==> src/rtl/sap_mar.sv <==
// ============================================================================
// Module   : sap_mar
// Purpose  : SAP-16 memory address register. It captures the low ADDR_W bits
//            of the system bus and drives the RAM address lines.
//            Optional feature macro MAR_INC_EN adds in-place increment.
// Revision : 1.0 - initial release
// ============================================================================
`default_nettype none

module sap_mar #(
    parameter int BUS_W  = 16,
    parameter int ADDR_W = 8
) (
    input  logic              clk,
    input  logic              rst,
    input  logic              mar_write,
    input  logic [BUS_W-1:0]  bus,
`ifdef MAR_INC_EN
    input  logic              mar_inc,
`endif
    output logic [ADDR_W-1:0] mar_out
);

    logic [ADDR_W-1:0] r_addr;

    if (ADDR_W < 1 || ADDR_W > BUS_W) begin : g_bad_width
        $error("sap_mar: ADDR_W must satisfy 1 <= ADDR_W <= BUS_W");
    end

    // The upper bus bits are deliberately discarded on load.
    if (ADDR_W < BUS_W) begin : g_trunc
        logic w_unused_upper;
        assign w_unused_upper = |bus[BUS_W-1:ADDR_W];
    end

    // rst > mar_write > mar_inc
    always_ff @(posedge clk or posedge rst) begin
        if (rst) begin
            r_addr <= '0;
        end else if (mar_write) begin
            r_addr <= bus[ADDR_W-1:0];
        end
`ifdef MAR_INC_EN
        else if (mar_inc) begin
            r_addr <= r_addr + ADDR_W'(1);
        end
`endif
    end

    assign mar_out = r_addr;

endmodule

`default_nettype wire

==> config.mk <==
export PLATFORM = sky130hd
export DESIGN_NAME = sap_mar
export DESIGN_NICKNAME = d
export VERILOG_FILES = /design/src/rtl/sap_mar.sv
export SDC_FILE = /design/constraint.sdc
export NUM_CORES = 1
export LEC_CHECK = 0
export ABC_AREA = 0
export CORE_AREA = 2 2 39 41
export CTS_CLUSTER_SIZE = 30
export DETAILED_ROUTE_END_ITERATION = 7
export DIE_AREA = 0 0 41 43
export GPL_TIMING_DRIVEN = 0
export PLACE_DENSITY = 0.73
export SYNTH_ARGS = -nofsm -noshare
export SYNTH_HDL_FRONTEND = slang
export SYNTH_SLANG_ARGS = --single-unit
==> constraint.sdc <==
create_clock -name clk -period 1.1 [get_ports clk]
set_clock_uncertainty 0.2 [all_clocks]
set_input_delay 0.165 -clock clk [delete_from_list [all_inputs] [get_ports clk]]
set_output_delay 0.165 -clock clk [all_outputs]
set_load 0.05 [all_outputs]
==> results of run 1 <==
[cells by family after synthesis]
group / count (synthesis) / share of synthesized area [%]
flops: 8 / 59.7
buf+inv: 2 / 4.48
mux: 8 / 35.8
[power by group]
group          internal (W)  switching (W)  total [W]
Clock              0.000124      0.0000939   0.000218
Sequential         0.000330      0.0000219   0.000352
Combinational      0.000138       0.000144   0.000283
Total              0.000593       0.000260   0.000853
[cells in the mapped netlist (all sizes together)]
master  number
inv          1
dfrtp        8
buf          1
mux2         8
[per-stage QoR]
step	cell area, um^2	total power [W]	setup slack, ps
2_1_floorplan	345	0.000519	-9.47
5_1_grt	579	0.000890	-103
3_3_place_gp	536	0.000617	-406
3_5_place_dp	536	0.000619	-409
4_1_cts	579	0.000865	-85.5
6_report	579	0.000853	-73.6
[metal layers]
metal | up-vias | track usage (%) | wire (um)
li1 | 103 | - | -
met1 | 104 | 9.93 | 276
met2 | 9 | 12.5 | 338
met3 | 0 | 0 | 34
met4 | 0 | 10.0 | 0
met5 | - | 0 | 0
[timing repair]
action,4_1_cts,5_1_grt
setup buffers,1,0
gates resized for setup,57,0
gates cloned,0,0
endpoints found under the setup margin,8,9
endpoints found under the hold margin,8,0
[final cells by class]
cell class	instances	area, um^2	share of cell area (%)
flip-flops and latches	8	210	36.3
repair buffers	18	191	33.0
multi-input cells	8	120	20.7
clock buffers	3	22.5	3.89
well taps	16	20.0	3.46
plain buffers	1	11.3	1.94
inverters	1	3.75	0.648
[worst reg2reg max path, cell delays in order (launching register included)]
cell and delay (ps):
dfrtp_2 410, buf_4 140, mux2_4 250
[path summary, 6_finish.rpt]
check,start,to
worst max-delay path,mar_out[3],mar_out[3]
worst min-delay path,rst,mar_out[2]
worst max register to register,mar_out[3],mar_out[3]
worst min register to register,mar_out[0],mar_out[0]
max in group asynchronous,rst,mar_out[6]
min in group clk,mar_write,mar_out[2]
==> impl_metrics.json, run 1 <==
{
  "status": "finished, violations left",
  "dieHeight_um": 43,
  "drtAntennaViolNets": 0,
  "rows": 14,
  "finalCritPeriodShare_pct": 107,
  "hpwlAfterDp_um": 493,
  "path_buf_inv": 1,
  "grt_usage_pct": 8.61,
  "place_congestion": 0.546,
  "synthToLayoutAreaGrowth_pct": 72.8,
  "clockRootBuffer": "clkbuf_4",
  "p_leak_nw": 0.266,
  "via_count": 216,
  "ys_ff_latch": 8,
  "wl_um": 649,
  "drt_pass1_iterations": 2,
  "slew_violations": 0,
  "synth_cell_type_count": 4,
  "crit_chain": "buf_8",
  "n_antenna_cell": 0,
  "rsz0062_at_grt": "true",
  "cp_top_family": "flip-flops",
  "fin_tns_setup_ps": -568,
  "vias_per_cell": 3.93,
  "mostFrequentLayoutCells": "9 x clkdlybuf4s50_1, 8 x buf_6, 8 x mux2_4, 8 x dfrtp_2, 3 x clkbuf_4",
  "drt_iter0_drc": 2,
  "crit_cells": 1,
  "ff2ff_setup_slack_ps": -10,
  "fin_ws_ps": -73.6,
  "cp_max_fo": 2,
  "whs_ps": -40.2,
  "die_x_um": 41,
  "synth_fp_nets": 37,
  "final_util_pct": 41.9,
  "die_area_um2": 1760,
  "hold_path.class": "input port to async pin",
  "synth_top_area_share_pct": 59.7,
  "cp.required_ps": 730,
  "worst_setup_hold_path_clk_slew_ps": 50,
  "clockBufferDepth": 2,
  "ios": 27,
  "grt_max_degree": 9,
  "syn_area_um2": 335,
  "setup_viol": 9,
  "htree_levels": 1,
  "clk-insertion-delay-late_ps": 250,
  "crit_slowest_cell": "dfrtp_2",
  "arrival_ps": 810,
  "powerDensity_nw_per_um2": 1470,
  "initial_core_util_pct": 24.2,
  "grt_pass1_vias": 233,
  "failed_checks": "negative hold slack, negative setup slack",
  "cp-end-kind": "output pin",
  "drcViolationCount": 0,
  "critPathLaunchType": "flip-flop",
  "grt_pass1_wl_um": 959,
  "rr_worst_depth": 2,
  "ys_seq_area_share_pct": 59.7,
  "stdcell_count": 55,
  "dp.cells": 51,
  "critPathKind": "flip-flop to output pin",
  "min_period_ps": 1170,
  "cts_buffers": 3,
  "yosys.area.top_type": "dfrtp_1",
  "design.core.area_um2": 1380,
  "slew_headroom_pct": 80.2,
  "synth_area_per_cell_um2": 18.6,
  "ir_drop_v": 0.000375,
  "fillers": 132,
  "grt_overflow": 0,
  "nets": 60,
  "drive_gt1_share_pct": 74.4,
  "clkSinkCount": 8,
  "io_buffers": 17,
  "antenna_found_initial": 0,
  "max_stage_delay_ps": 410,
  "hold_viol": 8,
  "netlist_top_cells_area": "dfrtp_1 60%, mux2_4 36%, buf_6 3.4%",
  "ys_warn_count": 0,
  "drv_cap": 0,
  "mostFrequentLayoutCell": "clkdlybuf4s50_1",
  "syn_inst": 18,
  "largest_register_ff_count": 8,
  "max_freq_mhz": 852,
  "worst_pin_slew_ps": 296,
  "wl_per_cell_um": 11.8,
  "cts_tree": "yes"
}
Power figures use the tool's default switching activity.
==> run 2, diff against run 1 <==
--- a/config.mk
+++ b/config.mk
@@ -12,6 +12,7 @@
 export DIE_AREA = 0 0 41 43
 export GPL_TIMING_DRIVEN = 0
 export PLACE_DENSITY = 0.73
+export SETUP_SLACK_MARGIN = 0.3
 export SYNTH_ARGS = -nofsm -noshare
 export SYNTH_HDL_FRONTEND = slang
 export SYNTH_SLANG_ARGS = --single-unit
==> results of run 2 <==
No change in the layout: final DEF, timing and power equal those of run 1.
